### src/rtl/mem_arbiter_if.sv
// Bundle of the IFU, LSU and memory-side handshake signals around mem_arbiter.
// slave: arbiter view; master: the environment driving requesters and memory.
interface mem_arbiter_if;
  logic        ifu_req_valid;
  logic        ifu_req_ready;
  logic [31:0] ifu_addr;
  logic        ifu_rsp_valid;
  logic [31:0] ifu_rsp_rdata;
  logic        ifu_rsp_err;

  logic        lsu_req_valid;
  logic        lsu_req_ready;
  logic [31:0] lsu_addr;
  logic        lsu_we;
  logic [31:0] lsu_wdata;
  logic [3:0]  lsu_wmask;
  logic        lsu_rsp_valid;
  logic [31:0] lsu_rsp_rdata;
  logic        lsu_rsp_err;

  logic        mem_req_valid;
  logic        mem_req_ready;
  logic [31:0] mem_addr;
  logic [31:0] mem_wdata;
  logic        mem_we;
  logic [3:0]  mem_wmask;
  logic        mem_rsp_valid;
  logic [31:0] mem_rsp_rdata;

  modport slave (
    input  ifu_req_valid, ifu_addr,
    input  lsu_req_valid, lsu_addr, lsu_we, lsu_wdata, lsu_wmask,
    input  mem_req_ready, mem_rsp_valid, mem_rsp_rdata,
    output ifu_req_ready, ifu_rsp_valid, ifu_rsp_rdata, ifu_rsp_err,
    output lsu_req_ready, lsu_rsp_valid, lsu_rsp_rdata, lsu_rsp_err,
    output mem_req_valid, mem_addr, mem_wdata, mem_we, mem_wmask
  );

  modport master (
    output ifu_req_valid, ifu_addr,
    output lsu_req_valid, lsu_addr, lsu_we, lsu_wdata, lsu_wmask,
    output mem_req_ready, mem_rsp_valid, mem_rsp_rdata,
    input  ifu_req_ready, ifu_rsp_valid, ifu_rsp_rdata, ifu_rsp_err,
    input  lsu_req_ready, lsu_rsp_valid, lsu_rsp_rdata, lsu_rsp_err,
    input  mem_req_valid, mem_addr, mem_wdata, mem_we, mem_wmask
  );
endinterface

### src/rtl/mem_arbiter.sv
// Fixed-priority (LSU over IFU) single-outstanding arbiter for the shared memory port.
// Optional transaction timeout with forced error response: define ARB_TIMEOUT_EN.
module mem_arbiter #(
  parameter int unsigned TIMEOUT_CYCLES = 255
) (
  input  logic           clk,
  input  logic           rst,
  mem_arbiter_if.slave   bus,
  output logic           busy,
  output logic           owner
);

  typedef enum logic [1:0] {IDLE, REQ, RSP} state_t;
  state_t state;

  logic done;
  logic timeout;
  logic fire;

  assign busy = (state != IDLE);
  assign done = (state == RSP) && bus.mem_rsp_valid;

`ifdef ARB_TIMEOUT_EN
  localparam int unsigned CW = $clog2(TIMEOUT_CYCLES + 1);
  localparam logic [CW-1:0] TMO = CW'(TIMEOUT_CYCLES);
  logic [CW-1:0] tmo_cnt;

  // Held at zero while idle so the count starts from zero on REQ entry.
  always_ff @(posedge clk) begin
    if (rst || state == IDLE) tmo_cnt <= '0;
    else                      tmo_cnt <= tmo_cnt + 1'b1;
  end

  assign timeout = busy && (tmo_cnt == TMO) && !done;
`else
  assign timeout = 1'b0;
`endif

  assign fire = done || timeout;

  always_comb begin
    bus.lsu_req_ready = (state == IDLE) && bus.lsu_req_valid;
    bus.ifu_req_ready = (state == IDLE) && bus.ifu_req_valid && !bus.lsu_req_valid;
    bus.ifu_rsp_valid = fire && !owner;
    bus.lsu_rsp_valid = fire && owner;
    bus.ifu_rsp_err   = timeout && !owner;
    bus.lsu_rsp_err   = timeout && owner;
    bus.ifu_rsp_rdata = done ? bus.mem_rsp_rdata : '0;
    bus.lsu_rsp_rdata = done ? bus.mem_rsp_rdata : '0;
  end

  always_ff @(posedge clk) begin
    if (rst) begin
      state             <= IDLE;
      owner             <= 1'b0;
      bus.mem_req_valid <= 1'b0;
      bus.mem_addr      <= '0;
      bus.mem_wdata     <= '0;
      bus.mem_we        <= 1'b0;
      bus.mem_wmask     <= '0;
    end else begin
      case (state)
        IDLE: begin
          if (bus.lsu_req_valid) begin
            bus.mem_addr      <= bus.lsu_addr;
            bus.mem_wdata     <= bus.lsu_wdata;
            bus.mem_we        <= bus.lsu_we;
            bus.mem_wmask     <= bus.lsu_wmask;
            owner             <= 1'b1;
            bus.mem_req_valid <= 1'b1;
            state             <= REQ;
          end else if (bus.ifu_req_valid) begin
            bus.mem_addr      <= bus.ifu_addr;
            bus.mem_wdata     <= '0;
            bus.mem_we        <= 1'b0;
            bus.mem_wmask     <= '0;
            owner             <= 1'b0;
            bus.mem_req_valid <= 1'b1;
            state             <= REQ;
          end
        end
        REQ: begin
          if (timeout) begin
            bus.mem_req_valid <= 1'b0;
            state             <= IDLE;
          end else if (bus.mem_req_ready) begin
            bus.mem_req_valid <= 1'b0;
            state             <= RSP;
          end
        end
        RSP: begin
          if (fire) state <= IDLE;
        end
        default: state <= IDLE;
      endcase
    end
  end

endmodule

### src/flat_wrapper.sv
// flat-port wrapper written by rule: the top's interface ports become plain ports
module mem_arbiter_flat 
#(
  parameter int unsigned TIMEOUT_CYCLES = 255
)
  (clk, rst, busy, owner, bus_ifu_req_valid, bus_ifu_addr, bus_lsu_req_valid, bus_lsu_addr, bus_lsu_we, bus_lsu_wdata, bus_lsu_wmask, bus_mem_req_ready, bus_mem_rsp_valid, bus_mem_rsp_rdata, bus_ifu_req_ready, bus_ifu_rsp_valid, bus_ifu_rsp_rdata, bus_ifu_rsp_err, bus_lsu_req_ready, bus_lsu_rsp_valid, bus_lsu_rsp_rdata, bus_lsu_rsp_err, bus_mem_req_valid, bus_mem_addr, bus_mem_wdata, bus_mem_we, bus_mem_wmask);
  mem_arbiter_if bus_i ();
  input  logic clk;
  input  logic rst;
  output logic busy;
  output logic owner;
  input wire logic [$bits(bus_i.ifu_req_valid)-1:0] bus_ifu_req_valid;
  input wire logic [$bits(bus_i.ifu_addr)-1:0] bus_ifu_addr;
  input wire logic [$bits(bus_i.lsu_req_valid)-1:0] bus_lsu_req_valid;
  input wire logic [$bits(bus_i.lsu_addr)-1:0] bus_lsu_addr;
  input wire logic [$bits(bus_i.lsu_we)-1:0] bus_lsu_we;
  input wire logic [$bits(bus_i.lsu_wdata)-1:0] bus_lsu_wdata;
  input wire logic [$bits(bus_i.lsu_wmask)-1:0] bus_lsu_wmask;
  input wire logic [$bits(bus_i.mem_req_ready)-1:0] bus_mem_req_ready;
  input wire logic [$bits(bus_i.mem_rsp_valid)-1:0] bus_mem_rsp_valid;
  input wire logic [$bits(bus_i.mem_rsp_rdata)-1:0] bus_mem_rsp_rdata;
  output wire logic [$bits(bus_i.ifu_req_ready)-1:0] bus_ifu_req_ready;
  output wire logic [$bits(bus_i.ifu_rsp_valid)-1:0] bus_ifu_rsp_valid;
  output wire logic [$bits(bus_i.ifu_rsp_rdata)-1:0] bus_ifu_rsp_rdata;
  output wire logic [$bits(bus_i.ifu_rsp_err)-1:0] bus_ifu_rsp_err;
  output wire logic [$bits(bus_i.lsu_req_ready)-1:0] bus_lsu_req_ready;
  output wire logic [$bits(bus_i.lsu_rsp_valid)-1:0] bus_lsu_rsp_valid;
  output wire logic [$bits(bus_i.lsu_rsp_rdata)-1:0] bus_lsu_rsp_rdata;
  output wire logic [$bits(bus_i.lsu_rsp_err)-1:0] bus_lsu_rsp_err;
  output wire logic [$bits(bus_i.mem_req_valid)-1:0] bus_mem_req_valid;
  output wire logic [$bits(bus_i.mem_addr)-1:0] bus_mem_addr;
  output wire logic [$bits(bus_i.mem_wdata)-1:0] bus_mem_wdata;
  output wire logic [$bits(bus_i.mem_we)-1:0] bus_mem_we;
  output wire logic [$bits(bus_i.mem_wmask)-1:0] bus_mem_wmask;
  assign bus_i.ifu_req_valid = bus_ifu_req_valid;
  assign bus_i.ifu_addr = bus_ifu_addr;
  assign bus_i.lsu_req_valid = bus_lsu_req_valid;
  assign bus_i.lsu_addr = bus_lsu_addr;
  assign bus_i.lsu_we = bus_lsu_we;
  assign bus_i.lsu_wdata = bus_lsu_wdata;
  assign bus_i.lsu_wmask = bus_lsu_wmask;
  assign bus_i.mem_req_ready = bus_mem_req_ready;
  assign bus_i.mem_rsp_valid = bus_mem_rsp_valid;
  assign bus_i.mem_rsp_rdata = bus_mem_rsp_rdata;
  assign bus_ifu_req_ready = bus_i.ifu_req_ready;
  assign bus_ifu_rsp_valid = bus_i.ifu_rsp_valid;
  assign bus_ifu_rsp_rdata = bus_i.ifu_rsp_rdata;
  assign bus_ifu_rsp_err = bus_i.ifu_rsp_err;
  assign bus_lsu_req_ready = bus_i.lsu_req_ready;
  assign bus_lsu_rsp_valid = bus_i.lsu_rsp_valid;
  assign bus_lsu_rsp_rdata = bus_i.lsu_rsp_rdata;
  assign bus_lsu_rsp_err = bus_i.lsu_rsp_err;
  assign bus_mem_req_valid = bus_i.mem_req_valid;
  assign bus_mem_addr = bus_i.mem_addr;
  assign bus_mem_wdata = bus_i.mem_wdata;
  assign bus_mem_we = bus_i.mem_we;
  assign bus_mem_wmask = bus_i.mem_wmask;
  mem_arbiter #(.TIMEOUT_CYCLES(TIMEOUT_CYCLES)) u_core (.clk(clk), .rst(rst), .bus(bus_i), .busy(busy), .owner(owner));
endmodule
### config.mk
export PLATFORM = sky130hd
export DESIGN_NAME = mem_arbiter_flat
export DESIGN_NICKNAME = d
export VERILOG_FILES = /design/src/rtl/mem_arbiter_if.sv /design/src/rtl/mem_arbiter.sv /design/src/flat_wrapper.sv
export SDC_FILE = /design/constraint.sdc
export NUM_CORES = 1
export LEC_CHECK = 0
export ABC_CLOCK_PERIOD_IN_PS = 2250
export CORE_AREA = 2 2 110 112
export DETAILED_ROUTE_END_ITERATION = 7
export DIE_AREA = 0 0 112 114
export PLACE_DENSITY = 0.77
export SLEW_MARGIN = 20
export SYNTH_ARGS = -nofsm -noshare
export SYNTH_HDL_FRONTEND = slang
export SYNTH_SLANG_ARGS = --single-unit
### constraint.sdc
create_clock -name clk -period 2.25 [get_ports clk]
set_clock_uncertainty 0.2 [all_clocks]
set_input_delay 0.3375 -clock clk [delete_from_list [all_inputs] [get_ports clk]]
set_output_delay 0.3375 -clock clk [all_outputs]
set_load 0.02 [all_outputs]
### Yosys cells after proc, flatten, opt, wreduce, memory -nomap -nowiden

Cells that the tools add are included.

| storage, ports and cells | value |
|---|---|
| flip-flop bits (word level) | 73 |
| bits of input ports | 139 |
| output and inout bits | 142 |

| cells by class | value |
|---|---|
| equal/unequal tests | 5 |
| muxes and demuxes | 19 |
| reduce and logical (&&, ||, !) cells | 15 |

Operators by type and width:

| cell | number |
|---|---|
| $mux W32 | 5 |
| $mux W2 | 4 |
| $mux W4 | 2 |
| $logic_and A1 B1 Y1 | 6 |
| $mux W1 | 6 |
| $pmux W2 S3 | 1 |
| $reduce_and A3 Y1 | 2 |
| $reduce_bool A2 Y1 | 3 |
| $ne A3 B3 Y1 const B | 1 |
| $eq A2 B1 Y1 const B | 1 |
| $eq A2 B2 Y1 const B | 1 |
| $logic_not A1 Y1 | 2 |
| $logic_not A2 Y1 | 1 |
| $ne A2 B1 Y1 const B | 1 |
| $ne A2 B2 Y1 const B | 1 |
| $pmux W1 S2 | 1 |
| $reduce_and A2 Y1 | 1 |

### Depth between registers and ports, before layout

Gate-level depths: netlist of the first run.

| logic depth | value |
|---|---|
| depth after elaboration | 4 |
| gate-level depth with buffers | 7 |
| gate-level depth less buffers | 4 |

### Least setup slack after synthesis of the first run

OpenSTA, ideal clock, no wires.

| timing path | value |
|---|---|
| kind | reg2out |
| start | register u_core.state[0] |
| end | output port bus_lsu_rsp_rdata[0] |
| arrival time | 1.379 ns |
| data required time | 1.712 ns |
| path slack | 0.334 ns |
| stages on the path, launching flop included | 6 |
| path buffers | 3 |
| cell sequence | dfxtp_1 buf_2 and3b_1 clkbuf_1 and2_1 buf_4 |

| between the ends | value |
|---|---|
| word-level cells in the longest chain between the ends | 3 |

RTL lines:

| what | RTL line | source |
|---|---|---|
| start, declared | mem_arbiter.sv:14 | `state_t state;` |
| start signal, assigned | mem_arbiter.sv:54 | `state <= IDLE;` |
| start signal, assigned | mem_arbiter.sv:71 | `state <= REQ;` |
| start signal, assigned | mem_arbiter.sv:79 | `state <= REQ;` |
| $eq A2 B2 Y1 | mem_arbiter.sv:21 | `assign done = (state == RSP) && bus.mem_rsp_valid;` |
| $logic_and A1 B1 Y1 | mem_arbiter.sv:21 |  |
| $mux W32 | -- |  |
| end, declared | flat_wrapper.sv:28 | `output wire logic [$bits(bus_i.lsu_rsp_rdata)-1:0] bus_lsu_rsp_rdata;` |

Every way passes these cells.

### Worst setup path in the final report of the first run

| timing path | value |
|---|---|
| start | input port bus_mem_rsp_valid |
| end | output port bus_lsu_rsp_rdata[23] |

| between the ends | value |
|---|---|
| word-level cells in the longest chain between the ends | 2 |

RTL lines:

| what | RTL line | source |
|---|---|---|
| start, declared | flat_wrapper.sv:20 | `input wire logic [$bits(bus_i.mem_rsp_valid)-1:0] bus_mem_rsp_valid;` |
| $logic_and A1 B1 Y1 | mem_arbiter.sv:21 |  |
| $mux W32 | mem_arbiter.sv:49 | `bus.lsu_rsp_rdata = done ? bus.mem_rsp_rdata : '0;` |

Every way passes these cells.

==> results of run 1 <==
-- area by class of cell --
| class | instances | area share, % |
|---|---|---|
| well taps | 147 | 2.87 |
| clock buffers | 10 | 3.57 |
| flip-flops and latches | 73 | 22.8 |
| inverters | 1 | 0.0586 |
| multi-input cells | 261 | 27.3 |
| repair buffers | 296 | 41.9 |
| clock inverters | 6 | 1.41 |
-- per-stage QoR --
stage | setup TNS (ns) | total power (W) | utilization, %
after floorplan | 0 | 0.00207 | -
after global placement | -16.04 | 0.00263 | 53.9
after detailed placement | -18.79 | 0.00265 | 53.9
after CTS | -0.00174 | 0.00418 | 56.4
after global routing | -0.0562 | 0.00432 | 54.7
final | 0 | 0.00414 | 54.7
-- metal layers --
metal / routed length (um) / GRT usage (%) / up-vias
li1: - / - / 1850
met1: 4940 / 21.0 / 1790
met2: 6890 / 36.0 / 162
met3: 1020 / 5.95 / 10
met4: 128 / 4.15 / 0
met5: 0 / 0 / -
-- worst paths after layout --
path | slack (ns) | endpoint | cells past startpoint
worst min register to register | 0.27 | u_core.bus.mem_wdata[31] | 2
worst max register to register | 0.50 | u_core.bus.mem_addr[29] | 5
worst min-delay path | 0.20 | u_core.bus.mem_addr[2] | 2
worst max-delay path | 0.04 | bus_lsu_rsp_rdata[23] | 5
-- cells in the final DEF (no fill, tap or decap), drive strengths merged, types with 2 or more instances in the layout --
master,Yosys,layout
nand2,38,38
inv,1,2
o21ai,37,37
and2,33,33
bufinv,0,2
conb,1,2
clkdlybuf4s50,0,207
nor2,8,8
clkinv,0,2
clkbuf,14,30
a211oi,32,32
a21oi,71,71
dlygate4sd2,0,2
clkdlybuf4s15,0,2
mux2i,32,32
dfxtp,73,73
buf,58,65
-- what timing repair did --
action,4_1_cts,5_1_grt
pin swaps,0,0
gates resized for setup,130,144
endpoints found under the setup margin,69,66
cloned,0,1
buffers inserted,0,1
-- registers in the layout, summed over array words and instances (netlist names) --
register / flops
u_core.bus.mem_addr: 32
u_core.bus.mem_wmask: 4
u_core.bus.mem_wdata: 32
u_core.state: 2
u_core.bus.mem_we: 1
u_core.owner: 1
u_core.bus.mem_req_valid: 1
-- logic make-up (layout without fill, tap and decap cells) --
logic type             after synthesis  in the layout
other                                1              2
multiplexers                        32             32
AO/OA/AOI/OAI                      142            142
buffers and inverters               73            313
AND/OR/NAND/NOR                     85             85
flip-flops                          73             73
-- where the power goes --
part,internal (W),switching (W),total [W]
registers,0.00141,0.0000588,0.00147
clock network,0.000975,0.000553,0.00153
logic,0.000581,0.000560,0.00114
==> flow_summary.ini, run 1 <==
[floorplan]
die_y_um = 114
initial_core_util_pct = 31.2
coreArea_um2 = 11700
num_rows = 40
pin_count = 281
die_w_um = 112
die_area_um2 = 12800

[critical_path]
path_delay_family = buffers and inverters
worstPathMaxFanout = 17
cp-start-kind = primary input
required_ns = 1.71
worst-path-buf-inv = 3
crit_chain = clkdlybuf4s50_1 -> and3b_2 -> buf_12 -> and2_1 -> clkdlybuf4s15_1
end_kind = output pin
crit_start = bus_mem_rsp_valid
cpPeakStageDelay_ns = 0.49
path_class = primary input to output pin
r2r_start = u_core.state[1]
arrival_ns = 1.67
crit_slowest_cell = clkdlybuf4s50_1

[drt]
vias = 3812
dr.pass1.iters = 4
wl_um = 13000
wl_per_cell_um = 16.3
drtIter0Drc = 128
antenna_left = 0
detail_route.vias_per_cell = 4.80
drc = 0

[sta]
setup_viol = 0
timing.fmax_mhz = 452
fin_crit_sh_pct = 98.3
tightest_slew_ns = 0.656
finalCriticalPeriod_ns = 2.21
final_hold_viol_count = 0
fin_ws_ns = 0.0390
slew_headroom_pct = 56.3
report.final.slew_viol_count = 0
hold_ws_ns = 0.204
grt_setup_unrepaired = true

[logic_synthesis]
synthXorXnorAreaFrac_pct = 0
synth_flop_cell = dfxtp_1
synth_cells = 406
synth_seq_cells = 73
synth_top_family_by_area = compound AO/OA/AOI/OAI gates
synthMostInstantiatedCell = dfxtp_1
yosysTopAreaCell = dfxtp_1
post_synth_and_or_nand_nor_area_fraction_pct = 12.6
synth_common_cells = dfxtp_1, a21oi_1, buf_4, nand2_1, and2_1
synth.distinct_cells = 26
synthArstFlopShare_pct = 0
synth-seq-area-share_pct = 39.9
synth_edf_count = 0
yosys_warnings = 0
syn_area_per_cell_um2 = 9.01
synth_compound_area_share_pct = 25.9
synthMuxAreaShare_pct = 8.76
synth_fa_ha_area_share_pct = 0
netlist_area_um2 = 3660
yosysTopAreaCellShare_pct = 39.9
synth_area_leaders = dfxtp_1, a211oi_2, a21oi_1

[place]
dpl.hpwl_um = 9860
dpl.cell_count = 776
io_buffer_count = 278
dpl_cell_area_um2 = 6310
pre_cts_ws_ns = -0.385
place_congestion = 0.827

[clock_network]
hold_buffers = 0
cts.htree.levels = 3
clock_latency_ns = 0.32
cts_tree = done
cts-root-buf = clkbuf_16
clkSlewWorstSetupHoldPaths_ns = 0.06
cts_buffer_depth = 2
cts_buffers = 9
cts.sinks = 73

[min_path]
hp-start = rst
hold_path_class = primary input to flip-flop

[finish]
regArea_um2 = 1460
layout-drive-gt1-share_pct = 21.9
area_delta_synth_final_pct = 75.2
fill_cells = 1113
post-route-cell-area_um2 = 6410
instances_no_fill = 794
diodes = 0
multi_input_area_um2 = 1750
nNetsFinal = 781

[grt]
grt_pass1_vias = 3831
grt_max_degree = 42
overflow = 0
track_usage_pct = 19.1
grt_pass1_wl_um = 19700
antenna_found_initial = 0

[power_and_ir_drop]
power_leakage_nw = 2.61
ir_drop_mv = 0.425
powerDensity_nw_per_um2 = 645

[job]
drv_cap = 0

[outcome]
status = finished, final reports clean
Note: power is estimated with default switching activity, not from simulation.
==> run 2: changes to the inputs <==
--- a/config.mk
+++ b/config.mk
@@ -9,8 +9,9 @@
 export CORE_AREA = 2 2 110 112
 export DETAILED_ROUTE_END_ITERATION = 7
 export DIE_AREA = 0 0 112 114
+export GPL_TIMING_DRIVEN = 0
 export PLACE_DENSITY = 0.77
-export SLEW_MARGIN = 20
+export SLEW_MARGIN = 25
 export SYNTH_ARGS = -nofsm -noshare
 export SYNTH_HDL_FRONTEND = slang
 export SYNTH_SLANG_ARGS = --single-unit
==> run 2 against run 1 <==
Die area is the same. Sequential power barely moved. Cell count increased by 7.2%. Critical path type is now flip-flop to output pin. Global-route usage rose by 0.57 points. Largest cell class unchanged. Register-to-register slack gained 0.09 ns.
==> flow_summary.ini, run 2 (synthesized netlist as in run 1, its figures left out) <==
[outcome]
status = finished, final reports clean

[place]
dpl.hpwl_um = 10600
dpl.cell_count = 830
place_congestion = 0.827
io_buffer_count = 276

[clock_network]
clock_latency_ns = 0.32
cts_tree = done
clkSlewWorstSetupHoldPaths_ns = 0.06
cts_buffers = 9
cts.htree.levels = 3
cts.sinks = 73
cts-root-buf = clkbuf_16
cts_buffer_depth = 2
hold_buffers = 0

[floorplan]
die_area_um2 = 12800
die_w_um = 112
num_rows = 40
die_y_um = 114
coreArea_um2 = 11700
initial_core_util_pct = 31.2
pin_count = 281

[power_and_ir_drop]
powerDensity_nw_per_um2 = 578
power_leakage_nw = 2.83
finalPower_w = 0.00394
ir_drop_mv = 0.328

[drt]
detail_route.vias_per_cell = 4.69
wl_um = 13300
antenna_left = 0
wl_per_cell_um = 15.6
dr.pass1.iters = 4
vias = 3995
drc = 0
drtIter0Drc = 112

[sta]
tightest_slew_ns = 0.723
report.final.slew_viol_count = 0
fin_crit_sh_pct = 98.7
grt_setup_unrepaired = true
final_hold_viol_count = 0
setup_viol = 0
finalCriticalPeriod_ns = 2.22
slew_headroom_pct = 51.8
timing.fmax_mhz = 450

[grt]
antenna_found_initial = 0
track_usage_pct = 19.6
grt_pass1_wl_um = 20200
overflow = 0
grt_pass1_vias = 3924
grt_max_degree = 14

[finish]
reg.largest.list = u_core.bus.mem_addr: 32 flops, u_core.bus.mem_wdata: 32 flops, u_core.bus.mem_wmask: 4 flops
area_delta_synth_final_pct = 86.4
nNetsFinal = 838
diodes = 0
layout-drive-gt1-share_pct = 27.1
instances_no_fill = 851
fill_cells = 1050
final_cell_mix = clkdlybuf4s50_1, a21oi_1, dfxtp_1, buf_4, buf_2
final_common_cell = clkdlybuf4s50_1
fin_util_pct = 58.2

[critical_path]
arrival_ns = 1.68
required_ns = 1.71
cp-start-kind = flip-flop
end_kind = output pin
path_class = flip-flop to output pin
worstPathMaxFanout = 6

[min_path]
hold_path_class = primary input to flip-flop

[job]
drv_cap = 0
## run 2: changes by cell type in the layout (fill, tap and decap cells not counted), moves of 3 or more
cell / delta
buf_4: +31
clkbuf_2: -18
clkdlybuf4s15_2: +16
buf_2: +12
clkbuf_1: +11
buf_6: +5
clkbuf_8: +4
buf_12: -3
## run 2: metrics by stage
stage	setup TNS, ns	area, um2	worst slack, ns	hold WS [ns]
2_1_floorplan	0	3660	0.334	0.254
3_3_place_gp	-40.74	6610	-0.762	0.260
3_5_place_dp	-42.19	6610	-0.756	0.268
4_1_cts	-0.0917	6830	-0.0188	0.225
5_1_grt	-0.168	6820	-0.0348	0.149
6_report	0	6820	0.0300	0.108
## run 2: worst max-delay path, stage by stage, from the launching register on
cell and delay [ns]:
dfxtp_4 0.39, and3b_2 0.27, buf_4 0.15, clkbuf_8 0.13
and2_1 0.16, buf_4 0.12, buf_4 0.15
## run 2: final timing paths
path	start	depth (start not counted)	slack (ns)	to
setup / recovery	u_core.state[0]	6	0.03	bus_lsu_rsp_rdata[23]
hold / removal	bus_mem_rsp_valid	4	0.11	u_core.state[1]
setup reg to reg	u_core.state[0]	5	0.59	u_core.bus.mem_wdata[19]
hold reg to reg	u_core.bus.mem_wdata[27]	2	0.27	u_core.bus.mem_wdata[27]
## run 2: routing by layer
| metal | GRT usage [%] | wire length [um] |
|---|---|---|
| met5 | 0 | 0 |
| met4 | 5.28 | 233 |
| met3 | 6.22 | 1070 |
| met2 | 35.8 | 6840 |
| met1 | 22.3 | 5110 |
## run 2: repair_timing
action / in CTS / in global routing
hold endpoints to repair: 0 / 0
setup buffers: 5 / 0
cloned: 1 / 0
setup endpoints to repair: 69 / 51
gates resized for setup: 279 / 9
pin swaps: 0 / 1
## run 2: area by class of cell
type | count | area [um2] | area share (%)
inverters | 1 | 3.75 | 0.0550
flip-flops and latches | 73 | 1470 | 21.5
well taps | 147 | 184 | 2.70
plain buffers | 71 | 489 | 7.17
repair buffers | 282 | 2660 | 38.9
clock buffers | 10 | 229 | 3.36
multi-input cells | 261 | 1750 | 25.6
clock inverters | 6 | 42.5 | 0.624
## run 2: power by group
| group | switching, W | total [W] | internal (W) |
|---|---|---|---|
| Sequential | 0.0000631 | 0.00147 | 0.00141 |
| Clock | 0.000545 | 0.00129 | 0.000748 |
| Combinational | 0.000560 | 0.00118 | 0.000615 |
